--- src/rtl/icode_fetch.sv ---
// -----------------------------------------------------------------------------
// icode_fetch
//
// Instruction fetch stage that feeds the ICODE input of lu_processor.
// It holds a small run-time loadable instruction memory, a wrapping program
// counter and a prefetch FIFO. When the FIFO is empty the block drives NOP_CODE,
// so the consumer never sees a stale instruction.
//
// Ports
//   clk          in   1   clock; all state changes on the rising edge
//   rst          in   1   asynchronous reset, active-high
//   en           in   1   fetch enable
//   prog_we      in   1   instruction memory write strobe
//   prog_addr    in   AW  instruction memory write address
//   prog_data    in   IW  instruction memory write data
//   jmp_valid    in   1   redirect request (highest priority)
//   jmp_addr     in   AW  redirect target
//   icode_ready  in   1   consumer accepts the head word this cycle
//   icode_valid  out  1   head word valid (FIFO non-empty)
//   ICODE        out  IW  head word when valid, NOP_CODE otherwise
//   pc_out       out  AW  address of the head word, 0 when empty
//   halted       out  1   fetch stopped on a HALT_CODE word
// -----------------------------------------------------------------------------
module icode_fetch #(
  parameter int              IW        = 8,
  parameter int              AW        = 4,
  parameter int              FD        = 4,
  parameter logic [IW-1:0]   NOP_CODE  = 8'h00,
  parameter logic [IW-1:0]   HALT_CODE = 8'hFF
) (
  input  logic          clk,
  input  logic          rst,
  input  logic          en,
  input  logic          prog_we,
  input  logic [AW-1:0] prog_addr,
  input  logic [IW-1:0] prog_data,
  input  logic          jmp_valid,
  input  logic [AW-1:0] jmp_addr,
  input  logic          icode_ready,
  output logic          icode_valid,
  output logic [IW-1:0] ICODE,
  output logic [AW-1:0] pc_out,
  output logic          halted
);

  localparam int             DEPTH  = 1 << AW;
  localparam int             PW     = $clog2(FD);
  localparam int             CW     = PW + 1;
  localparam logic [CW-1:0]  FD_CNT = CW'(FD);

  localparam logic [1:0] ST_IDLE  = 2'd0;
  localparam logic [1:0] ST_FETCH = 2'd1;
  localparam logic [1:0] ST_HALT  = 2'd2;

  // ---------------------------------------------------------------------------
  // State
  // ---------------------------------------------------------------------------
  logic [1:0]    state_q, state_d;
  logic [AW-1:0] pc_q, pc_d;
  logic [PW-1:0] wp_q, wp_d;
  logic [PW-1:0] rp_q, rp_d;
  logic [CW-1:0] count_q, count_d;

  // Instruction memory and FIFO storage carry no reset; only the pointers and
  // the count decide what is valid.
  logic [IW-1:0] mem_q       [DEPTH];
  logic [IW-1:0] fifo_data_q [FD];
  logic [AW-1:0] fifo_addr_q [FD];

  logic          fifo_empty;
  logic          issue;
  logic          push;
  logic          pop;
  logic [IW-1:0] rd_word;
  logic          rd_is_halt;

  // ---------------------------------------------------------------------------
  // Read issue / push / pop
  // ---------------------------------------------------------------------------
  // The synchronous read lands directly in the FIFO slot at the edge that ends
  // the issuing cycle. That gives the one-cycle fetch latency, and it means no
  // read is ever outstanding across an edge, so the in-flight term of the room
  // check is always zero and the count alone bounds issue.
  // Reading the array before the write port updates it at the same edge gives
  // read-first behaviour on a same-address collision.
  always_comb begin
    fifo_empty = (count_q == '0);
    rd_word    = mem_q[pc_q];
    rd_is_halt = (rd_word == HALT_CODE);
    issue      = en && (state_q != ST_HALT) && !jmp_valid && (count_q < FD_CNT);
    push       = issue;
    // A jump flushes the FIFO, so a pop requested in the same cycle is dropped.
    pop        = !fifo_empty && icode_ready && !jmp_valid;
  end

  // ---------------------------------------------------------------------------
  // Next-state logic
  // ---------------------------------------------------------------------------
  always_comb begin
    state_d = state_q;
    pc_d    = pc_q;
    wp_d    = wp_q;
    rp_d    = rp_q;
    count_d = count_q;

    if (jmp_valid) begin
      // Redirect: new pc, empty FIFO, and leave HALT.
      pc_d    = jmp_addr;
      wp_d    = '0;
      rp_d    = '0;
      count_d = '0;
      state_d = en ? ST_FETCH : ST_IDLE;
    end else begin
      if (issue) begin
        pc_d = pc_q + AW'(1);
      end
      if (push) begin
        wp_d = wp_q + PW'(1);
      end
      if (pop) begin
        rp_d = rp_q + PW'(1);
      end
      case ({push, pop})
        2'b10:   count_d = count_q + CW'(1);
        2'b01:   count_d = count_q - CW'(1);
        default: count_d = count_q;
      endcase

      case (state_q)
        ST_IDLE: begin
          if (push && rd_is_halt) begin
            state_d = ST_HALT;
          end else if (en) begin
            state_d = ST_FETCH;
          end
        end
        ST_FETCH: begin
          // The HALT word enters the FIFO at this edge; nothing is read after it.
          if (push && rd_is_halt) begin
            state_d = ST_HALT;
          end else if (!en) begin
            state_d = ST_IDLE;
          end
        end
        ST_HALT: begin
          state_d = ST_HALT;
        end
        default: begin
          state_d = ST_IDLE;
        end
      endcase
    end
  end

  // ---------------------------------------------------------------------------
  // Control registers
  // ---------------------------------------------------------------------------
  always_ff @(posedge clk or posedge rst) begin
    if (rst) begin
      state_q <= ST_IDLE;
      pc_q    <= '0;
      wp_q    <= '0;
      rp_q    <= '0;
      count_q <= '0;
    end else begin
      state_q <= state_d;
      pc_q    <= pc_d;
      wp_q    <= wp_d;
      rp_q    <= rp_d;
      count_q <= count_d;
    end
  end

  // ---------------------------------------------------------------------------
  // Instruction memory write port (independent of fetch activity)
  // ---------------------------------------------------------------------------
  always_ff @(posedge clk) begin
    if (prog_we) begin
      mem_q[prog_addr] <= prog_data;
    end
  end

  // ---------------------------------------------------------------------------
  // FIFO storage: each entry keeps the word and the address it came from
  // ---------------------------------------------------------------------------
  always_ff @(posedge clk) begin
    if (push && !rst) begin
      fifo_data_q[wp_q] <= rd_word;
      fifo_addr_q[wp_q] <= pc_q;
    end
  end

  // ---------------------------------------------------------------------------
  // Outputs: driven from registers only, never from inputs
  // ---------------------------------------------------------------------------
  always_comb begin
    icode_valid = !fifo_empty;
    ICODE       = fifo_empty ? NOP_CODE : fifo_data_q[rp_q];
    pc_out      = fifo_empty ? '0 : fifo_addr_q[rp_q];
    halted      = (state_q == ST_HALT);
  end

endmodule

--- config.mk ---
export PLATFORM = sky130hd
export DESIGN_NAME = icode_fetch
export DESIGN_NICKNAME = d
export VERILOG_FILES = /design/src/rtl/icode_fetch.sv
export SDC_FILE = /design/constraint.sdc
export NUM_CORES = 1
export LEC_CHECK = 0
export ABC_CLOCK_PERIOD_IN_PS = 5900
export CAP_MARGIN = 5
export CORE_MARGIN = 2
export CORE_UTILIZATION = 64
export DETAILED_ROUTE_END_ITERATION = 8
export PLACE_DENSITY = 0.8
export SLEW_MARGIN = 20
export SYNTH_ARGS = -nofsm -noshare
export SYNTH_HDL_FRONTEND = slang
export SYNTH_SLANG_ARGS = --single-unit
--- constraint.sdc ---
create_clock -name clk -period 5.9 [get_ports clk]
set_input_delay 1.18 -clock clk [delete_from_list [all_inputs] [get_ports clk]]
set_output_delay 1.18 -clock clk [all_outputs]
set_load 0.02 [all_outputs]
==> metrics.txt <==
launch point of the worst path jmp_valid; Max-Slew Margin vs Limit approximately 38%; starting density of the core 66.0%; synthesized area per cell around 20 um^2; most frequent cells after synthesis edfxtp_1, mux4_2, nor2_1, nand2_1, nor2b_1; Max Clock Freq approximately 260 MHz; RSZ-0062 raised after global routing no; vias in the first global route 3860; WL/cell ~23 um; Final Hold Viols 0; Clk pin slew, worst setup/hold paths 0.06 ns; most frequent cell after synthesis edfxtp_1; FFs w/ async S/R, synth around 6.9%; measured slew at the worst slew-check pin 0.929 ns; HPWL Detailed ~8.5 mm; post-synthesis sequential area ratio between 70% and 80%; #FFs+latches synth 189; DR pass1 iterations 5; hold slack final 0.605 ns; vias per cell approximately 6.4; Pins Over Slew Limit 0; CORE AREA ~11000 um^2; Most Used Layer, Global Route met2; CP Max Fanout 17; routed vias between 3000 and 4000; Cell variety after synth 39; r2r endpoint count_q[2]; Final TNS setup 0 ns; gpl congestion 0.750; Worst Skew 0.00722 ns; M1 GR Usage 32.4%; Max Cap Viol 0; leakage 0.00285 uW; final total power between 3000 and 4000 uW; CTS H-tree depth 4; Die ar. 12700 um^2; most frequent CP cell nor3_1; class of the worst hold path reg2reg; Syn Std Cell Area about 7600 um^2; Synth Instances between 300 and 400; Max stage delay on crit path about 0.7 ns; postcts setup bufs 0; Final period util around 65%; hold_sp state_q[0]; overall routing resource usage a little under a quarter; IO buf count 35; Die Span X ~110 um; Worst Setup Start Kind input port; number of antenna-violating nets in the routed design 0; post-cts resize count 0; Data arrival, critical path 4.15 ns; share of cells above drive strength 1 around 16%; met3 Usage GRT 4.61%; num ports 36; top_reg_cell synth edfxtp_1; DRC Markers 0; slowest stage cell, crit path clkdlybuf4s50_1; remaining global-route overflow 0; Placed Area between 8000 and 9000 um^2; initial drt markers between 300 and 400; largest net degree at the start of global routing 44; Hold EP state_q[1]; Final min period roughly 3.8 ns; area grow syn2layout 13.6%; ANT cells 0; Crit. End Element flip-flop; Clock Path Buffers 2; Yosys top cell area share ~70%; Root Driver clkbuf_16; first-pass GRT wire length between 20 and 25 mm; CTS tree built; Setup Viol. Count Final 0; Yosys warning total 0; reg2reg setup slack between 3 and 4 ns; clock sinks 189; status completed; Worst-Skew Late Latency 0.42 ns; P per Cell Area roughly 390 nW/um^2; Final Net Count around 460; aggregate routed wire length between 10 and 15 mm; antenna violations before repair 0; hold depth 2; worst vdd ir between 0.3 and 0.4 mV; final cell area excluding filler cells ~8600 um^2; Hold-fix buffers, CTS 0; GR Util met2 39.0%; TritonCTS Buffers 17; area leader, netlist edfxtp_1; Syn Nets about 410; die height roughly 110 um; Reg2Reg Depth 8; critical path class in2reg; synth top area cells edfxtp_1, mux4_2, dfrtp_1, mux4_1, mux2i_1; RR Startpoint count_q[2]; row count 39; EDFF count, synth about 180; data required time of the worst path between 6 and 7 ns; Fillers approximately 640; crit path cell chain clkdlybuf4s50_1 > nor3b_1 > and2_0 > nor3_1 > fa_1 > nor3_1 > a21oi_1 > o22a_1 > nor2_1
[cells by family after synthesis]
logic type	Yosys count	share of synthesized area, %
buf+inv	24	1.77
flops	189	74.1
compound gates	29	2.68
mux	53	14.4
xor+xnor	5	0.578
fa+ha+maj	6	1.09
simple gates	79	5.35
[worst max path at each step]
stage                       endpoint  slack (ns)  cells past startpoint
after floorplan           count_q[2]        2.71                     10
after global placement    count_q[2]        1.83                      9
after detailed placement  count_q[2]        1.71                      9
after CTS                  pc_out[3]        2.09                      3
after global routing      count_q[2]        1.83                      9
final                     count_q[2]        2.09                      9
[critical path, delay by kind of cell]
family                     cells  cell delay [ns]
and+or+nand+nor                5             1.58
adders and majority gates      1             0.43
AOI/OAI and AO/OA              2             0.26
buffers and inverters          1             0.69
[layout make-up]
| type | count | area, um^2 | share of cell area, % |
|---|---|---|---|
| clock inverter | 12 | 121 | 1.41 |
| clock buffer | 20 | 437 | 5.08 |
| timing repair buffer | 42 | 403 | 4.68 |
| tap | 143 | 179 | 2.08 |
| sequential | 189 | 5610 | 65.2 |
| multi-input combinational | 172 | 1830 | 21.3 |
| inverter | 6 | 22.5 | 0.262 |
[metal layers]
metal	vias to the layer above	routed length, um
met5	-	0
met3	18	646
li1	1645	-
met2	128	7030
met1	1929	5610
met4	0	197
[through the flow]
step	utilization (%)	std cells	worst slack, ns
2_1_floorplan	-	385	2.71
3_3_place_gp	70.1	552	1.83
3_5_place_dp	70.1	552	1.71
4_1_cts	75.0	584	2.09
5_1_grt	75.0	584	1.83
6_report	75.0	584	2.09
[cells in the final DEF, fill, tap and decap left out, types with 6 or more instances in the layout]
cell and instances:
nor2_1 20, inv_1 6, dfrtp_1 12, clkdlybuf4s50_1 35
buf_4 7, edfxtp_1 176, mux4_1 10, nor3_1 8
mux4_2 32, nor2b_1 15, clkbuf_16 17, a22oi_1 14
mux2i_1 11, nand2_1 16
[sequential cells by signal, indices dropped and copies added (netlist names)]
name	flops
count_q	3
rp_q	2
wp_q	2
mem_q	128
fifo_addr_q	16
pc_q	4
fifo_data_q	32
state_q	2
[where the power goes]
| group | switching, uW | total (uW) | leakage [uW] | internal, uW |
|---|---|---|---|---|
| Sequential | 62.0 | 1600 | 0.00176 | 1540 |
| Clock | 455 | 1070 | 0.000273 | 620 |
| Combinational | 324 | 641 | 0.000821 | 318 |
| Total | 841 | 3320 | 0.00285 | 2480 |
No activity file was read; power rests on OpenSTA's default activity.
